`config.mk`:
```
export PLATFORM = sky130hd
export DESIGN_NAME = video_timing_gen
export DESIGN_NICKNAME = d
export VERILOG_FILES = /design/src/rtl/vtg_pkg.sv /design/src/rtl/vtg_wrap_counter.sv /design/src/rtl/video_timing_gen.sv
export SDC_FILE = /design/constraint.sdc
export NUM_CORES = 1
export LEC_CHECK = 0
export BUFFER_PORTS_ARGS = -buffer_cell sky130_fd_sc_hd__buf_2
export CAP_MARGIN = 20
export CELL_PAD_IN_SITES_DETAIL_PLACEMENT = 0
export CELL_PAD_IN_SITES_GLOBAL_PLACEMENT = 1
export CORE_MARGIN = 2
export CORE_UTILIZATION = 44
export DETAILED_ROUTE_END_ITERATION = 10
export GPL_TIMING_DRIVEN = 1
export PLACE_DENSITY = 0.83
export SLEW_MARGIN = 10
export SYNTH_ARGS = -nofsm -noshare
export SYNTH_HDL_FRONTEND = slang
export SYNTH_HIERARCHICAL = 1
export SYNTH_SLANG_ARGS = --single-unit
export TNS_END_PERCENT = 100
```
`constraint.sdc`:
```
create_clock -name i_clk -period 3.15 [get_ports i_clk]
set_input_delay 0.63 -clock i_clk [delete_from_list [all_inputs] [get_ports i_clk]]
set_output_delay 0.63 -clock i_clk [all_outputs]
set_load 0.03 [all_outputs]
```
`src/rtl/vtg_pkg.sv`:
```
// Shared constants for the raster timing generator: coordinate width and
// the standard 720p60 / 1080p60 timing sets.
package vtg_pkg;

  localparam int COORD_W         = 12;
  localparam int COORD_MAX_TOTAL = 1 << COORD_W;

  typedef struct packed {
    int h_active;
    int h_fp;
    int h_sync;
    int h_bp;
    int v_active;
    int v_fp;
    int v_sync;
    int v_bp;
  } vtg_timing_t;

  localparam vtg_timing_t VTG_720P60 = '{
    h_active: 1280, h_fp: 110, h_sync: 40, h_bp: 220,
    v_active: 720,  v_fp: 5,   v_sync: 5,  v_bp: 20
  };

  localparam vtg_timing_t VTG_1080P60 = '{
    h_active: 1920, h_fp: 88, h_sync: 44, h_bp: 148,
    v_active: 1080, v_fp: 4,  v_sync: 5,  v_bp: 36
  };

  function automatic int vtg_total(input int active, input int fp, input int sync, input int bp);
    return active + fp + sync + bp;
  endfunction

endpackage

```
`src/rtl/vtg_wrap_counter.sv`:
```
// Modulo-N up-counter. o_wrap flags the increment that returns the count to 0,
// so it can be chained as the increment of the next counter.
module vtg_wrap_counter
  import vtg_pkg::*;
#(
  parameter int N = 2,
  parameter int W = COORD_W
) (
  input  logic         i_clk,
  input  logic         i_rst_n,
  input  logic         i_inc,
  output logic [W-1:0] o_count,
  output logic         o_wrap
);

  localparam logic [W-1:0] LAST = W'(N - 1);

  logic [W-1:0] count_reg;
  logic [W-1:0] count_next;
  logic         at_last;

  assign at_last = (count_reg == LAST);
  assign o_wrap  = i_inc && at_last;
  assign o_count = count_reg;

  always_comb begin
    count_next = count_reg;
    if (i_inc) begin
      count_next = at_last ? '0 : count_reg + 1'b1;
    end
  end

  always_ff @(posedge i_clk or negedge i_rst_n) begin
    if (!i_rst_n) begin
      count_reg <= '0;
    end else begin
      count_reg <= count_next;
    end
  end

endmodule

```
`src/rtl/video_timing_gen.sv`:
```
// Raster timing source: h/v counters, registered coordinates, DE and syncs.
// Define VTG_ANIMATE_EN to build the per-frame o_animate pulse and o_frame counter.
module video_timing_gen
  import vtg_pkg::*;
#(
  parameter int H_ACTIVE = VTG_720P60.h_active,
  parameter int H_FP     = VTG_720P60.h_fp,
  parameter int H_SYNC   = VTG_720P60.h_sync,
  parameter int H_BP     = VTG_720P60.h_bp,
  parameter int V_ACTIVE = VTG_720P60.v_active,
  parameter int V_FP     = VTG_720P60.v_fp,
  parameter int V_SYNC   = VTG_720P60.v_sync,
  parameter int V_BP     = VTG_720P60.v_bp,
  parameter bit SYNC_POL = 1'b1
) (
  input  logic               i_clk,
  input  logic               i_rst_n,
  input  logic               i_en,
  output logic [COORD_W-1:0] o_x,
  output logic [COORD_W-1:0] o_y,
  output logic               o_de,
  output logic               o_hsync,
  output logic               o_vsync,
  output logic               o_animate,
  output logic [15:0]        o_frame
);

  localparam int H_TOTAL = vtg_total(H_ACTIVE, H_FP, H_SYNC, H_BP);
  localparam int V_TOTAL = vtg_total(V_ACTIVE, V_FP, V_SYNC, V_BP);

  if (H_TOTAL > COORD_MAX_TOTAL || V_TOTAL > COORD_MAX_TOTAL) begin : g_total_check
    $error("video_timing_gen: H_TOTAL or V_TOTAL exceeds the coordinate range");
  end

  // Per-axis window bounds, index 0 = horizontal, 1 = vertical.
  localparam int ACTIVE_END [2] = '{H_ACTIVE, V_ACTIVE};
  localparam int SYNC_START [2] = '{H_ACTIVE + H_FP, V_ACTIVE + V_FP};
  localparam int SYNC_END   [2] = '{H_ACTIVE + H_FP + H_SYNC, V_ACTIVE + V_FP + V_SYNC};

  logic [COORD_W-1:0] h_count;
  logic [COORD_W-1:0] v_count;
  logic               h_wrap;
  logic               v_wrap_unused;

  vtg_wrap_counter #(.N(H_TOTAL), .W(COORD_W)) u_h_counter (
    .i_clk   (i_clk),
    .i_rst_n (i_rst_n),
    .i_inc   (i_en),
    .o_count (h_count),
    .o_wrap  (h_wrap)
  );

  vtg_wrap_counter #(.N(V_TOTAL), .W(COORD_W)) u_v_counter (
    .i_clk   (i_clk),
    .i_rst_n (i_rst_n),
    .i_inc   (h_wrap),
    .o_count (v_count),
    .o_wrap  (v_wrap_unused)
  );

  logic [COORD_W-1:0] axis_count [2];
  logic [1:0]         axis_active;
  logic [1:0]         axis_sync;

  assign axis_count[0] = h_count;
  assign axis_count[1] = v_count;

  for (genvar gi = 0; gi < 2; gi++) begin : g_axis
    assign axis_active[gi] = int'(axis_count[gi]) < ACTIVE_END[gi];
    assign axis_sync[gi]   = (int'(axis_count[gi]) >= SYNC_START[gi]) &&
                             (int'(axis_count[gi]) <  SYNC_END[gi]);
  end

  logic [COORD_W-1:0] x_reg;
  logic [COORD_W-1:0] y_reg;
  logic               de_reg;
  logic               hsync_reg;
  logic               vsync_reg;

  always_ff @(posedge i_clk or negedge i_rst_n) begin
    if (!i_rst_n) begin
      x_reg     <= '0;
      y_reg     <= '0;
      de_reg    <= 1'b0;
      hsync_reg <= ~SYNC_POL;
      vsync_reg <= ~SYNC_POL;
    end else if (i_en) begin
      x_reg     <= h_count;
      y_reg     <= v_count;
      de_reg    <= &axis_active;
      hsync_reg <= axis_sync[0] ~^ SYNC_POL;
      vsync_reg <= axis_sync[1] ~^ SYNC_POL;
    end
  end

  assign o_x     = x_reg;
  assign o_y     = y_reg;
  assign o_de    = de_reg;
  assign o_hsync = hsync_reg;
  assign o_vsync = vsync_reg;

`ifdef VTG_ANIMATE_EN
  logic        animate_reg;
  logic [15:0] frame_reg;
  logic        frame_start;

  // First blanking line start; the pulse is cleared on disabled cycles so it never repeats.
  assign frame_start = (h_count == '0) && (v_count == COORD_W'(V_ACTIVE));

  always_ff @(posedge i_clk or negedge i_rst_n) begin
    if (!i_rst_n) begin
      animate_reg <= 1'b0;
      frame_reg   <= '0;
    end else begin
      animate_reg <= i_en && frame_start;
      if (i_en && frame_start) begin
        frame_reg <= frame_reg + 16'd1;
      end
    end
  end

  assign o_animate = animate_reg;
  assign o_frame   = frame_reg;
`else
  assign o_animate = 1'b0;
  assign o_frame   = '0;
`endif

endmodule

```
==> impl_metrics.toml <==
[route]
vias = 1701
via_per_inst = 5.22
routed_wl_um = 4810
drt_iter0_drc = 100
wl_per_cell_um = 14.8
drtAntennaViolNets = 0
drc = 0
firstDrtPassIters = 4

[timing]
finClkSkew_ns = 0.00789
slew_violations = 0
timing.fmax_mhz = 429
fin_hold_ws_ns = 0.298
finalCriticalPeriod_ns = 2.33
setup_viol = 0
fin_setup_tns_ns = 0
rsz0062_at_grt = "false"
hold_viol = 0
slew_headroom = 0.636
period_share = 0.741
fin_ws_ns = 0.816
tightest_slew_ns = 0.546

[pwr]
p_clk_frac = 0.237
p_total_mw = 1.53
max-vdd-ir-drop_mv = 0.278
p_sw_frac = 0.346
intPower_mw = 1.00
p_comb_frac = 0.211
powerDensity_nw_per_um2 = 544
leakagePower_nw = 1.40
seqPwrFrac = 0.552
switching_power_mw = 0.531

[placed_design]
port_buffers = 29
pre_cts_ws_ns = 0.857
globalplace.congestion = 0.765
place_hpwl_um = 3260

[setup_path]
crit_chain = "nand4_1 -> or4b_4 -> nor3_4 -> and3_1 -> and3_1 -> nand3_1 -> xnor2_1"
worstSetupEndpointType = "register"
critPathLaunchType = "register"
cp.required_ns = 3.34
critPathMostFrequentCell = "and3_1"
cpPeakStageDelay_ns = 0.56
worst_path_max_delay_cell = "or4b_4"
rr_startpoint = "u_h_counter/o_count[4]"
reg2reg_to = "u_v_counter/o_count[11]"
worstPathArrival_ns = 2.52
critPathMaxFanout = 9
regToRegSetupSlack_ns = 0.82
setup.worst_path.class = "register to register"
reg2reg_depth = 7

[clock_tree]
clkTransAtPathRegs_ns = 0.09
cts_hold_buf = 0
cts_setup_buffers = 0
root_buffer = "clkbuf_8"
cts_tree = "built"
clock_path_buffers = 2
cts_resized = 0
h-tree-depth = 2
clkLatencyLatePin_ns = 0.30
cts_made_buffers = 5
cts_num_sinks = 51

[grt]
overflow = 0
grt_pass1_vias = 1635
grt_pass1_wl_um = 8060
grt_usage = 0.162
antenna_found_initial = 0
grt_start_max_net_pins = 37

[synthesis]
yosysWarnings = 6
synth_area_leaders = "dfrtp_1 49%, mux2_2 10%, buf_4 5.5%"
synth_common_cells = "51 x dfrtp_1, 24 x mux2_2, 19 x buf_4"
avgSynthCellArea_um2 = 11.7
syn_area_um2 = 2580
synth_edf_count = 0
ys_seq_area_frac = 0.494
synth_top_area_frac = 0.494
synth_cell_types = 49
async_reset_ff_frac = 1.00
synth_flop_cell = "dfrtp_1"
synth-seq-cells = 51
synth_most_common_cell = "dfrtp_1"
syn_inst = 221
post-synth-top-area-cell = "dfrtp_1"

[min_path]
hold_path_class = "input pin to async pin"

[floorplanning]
ios = 47
start_util = 0.463
die_x_um = 80.6
coreArea_um2 = 5570
dieArea_um2 = 6500
rows = 27
die_height_um = 80.6

[layout]
area_growth_pct = 9.25
nNetsFinal = 260
antenna_cells = 0
layout-drive-gt1-share = 0.303

[job]
maxCapViolCount = 0

[status]
status = "finished clean"
## metal layers
| layer | share of wire | wire (um) | up-vias | global-route usage |
|---|---|---|---|---|
| met3 | 0.054 | 262 | 5 | 0.0371 |
| met1 | 0.50 | 2380 | 832 | 0.241 |
| met4 | 0.0079 | 38 | 0 | 0.0458 |
| li1 | - | - | 811 | - |
| met2 | 0.44 | 2130 | 53 | 0.236 |
| met5 | 0 | 0 | - | 0 |
## cell usage in the layout (no fill, tap or decap), drive strengths merged, types with 4 or more instances in the layout
master	netlist	final
xnor2	4	4
nand2b	4	4
a21oi	4	4
nand4	4	4
dfrtp	51	51
xor2	9	9
clkbuf	0	5
inv	5	5
nor2	10	10
buf	23	32
and3	7	7
mux2	24	24
conb	1	17
nor3b	4	4
o21ai	5	5
nand3	6	6
ha	4	4
nand2	17	17
nor3	4	4
## metrics by stage
stage	util	instances	cell area, um2
final	0.506	326	2820
after global placement	0.491	318	2740
after detailed placement	0.491	318	2740
after floorplan	-	237	2640
after CTS	0.506	326	2820
after global routing	0.506	326	2820
## power by group through the flow
stage	Clock (mW)	Combinational (mW)	Sequential, mW
6_report	0.363	0.324	0.848
3_3_place_gp	0	0.323	0.854
4_1_cts	0.378	0.329	0.846
3_5_place_dp	0	0.328	0.860
5_1_grt	0.401	0.353	0.868
2_1_floorplan	0	0.180	0.913
## flip-flops by register name, summed over array words and instances (netlist names)
signal / count
o_de: 1
o_x: 12
o_hsync: 1
o_vsync: 1
u_h_counter/o_count: 12
u_v_counter/o_count: 12
o_y: 12
## cells by family after synthesis
kind of cell | share of synthesized area
DFF | 0.494
and+or+nand+nor | 0.178
buffers and inverters | 0.0703
muxes | 0.109
AOI/OAI and AO/OA | 0.0838
xor gates and xnor gates | 0.0441
adders and majority gates | 0.0194
other | 0.00145
## critical path: cells and delay by family (launching register included)
family	cells	cell delay, ns
AND/OR/NAND/NOR	6	1.55
flip-flops	1	0.52
XOR/XNOR	1	0.14
## worst max path at each step
stage,depth (start not counted),from,end
floorplan,7,i_en,u_v_counter/o_count[7]
global placement,7,i_en,u_v_counter/o_count[11]
detailed placement,7,u_h_counter/o_count[4],u_v_counter/o_count[11]
CTS,7,u_h_counter/o_count[4],u_v_counter/o_count[11]
global route,7,u_h_counter/o_count[4],u_v_counter/o_count[11]
finish,7,u_h_counter/o_count[4],u_v_counter/o_count[11]
## layout make-up
| type | count | area, um2 |
|---|---|---|
| clock buffer | 5 | 68.8 |
| sequential | 51 | 1280 |
| inverter | 5 | 18.8 |
| multi-input combinational | 158 | 1180 |
| fill | 516 | 2750 |
| tap | 72 | 90.1 |
| clock inverter | 3 | 15.0 |
| timing repair buffer | 32 | 168 |
No activity file was read; power rests on OpenSTA's default activity.
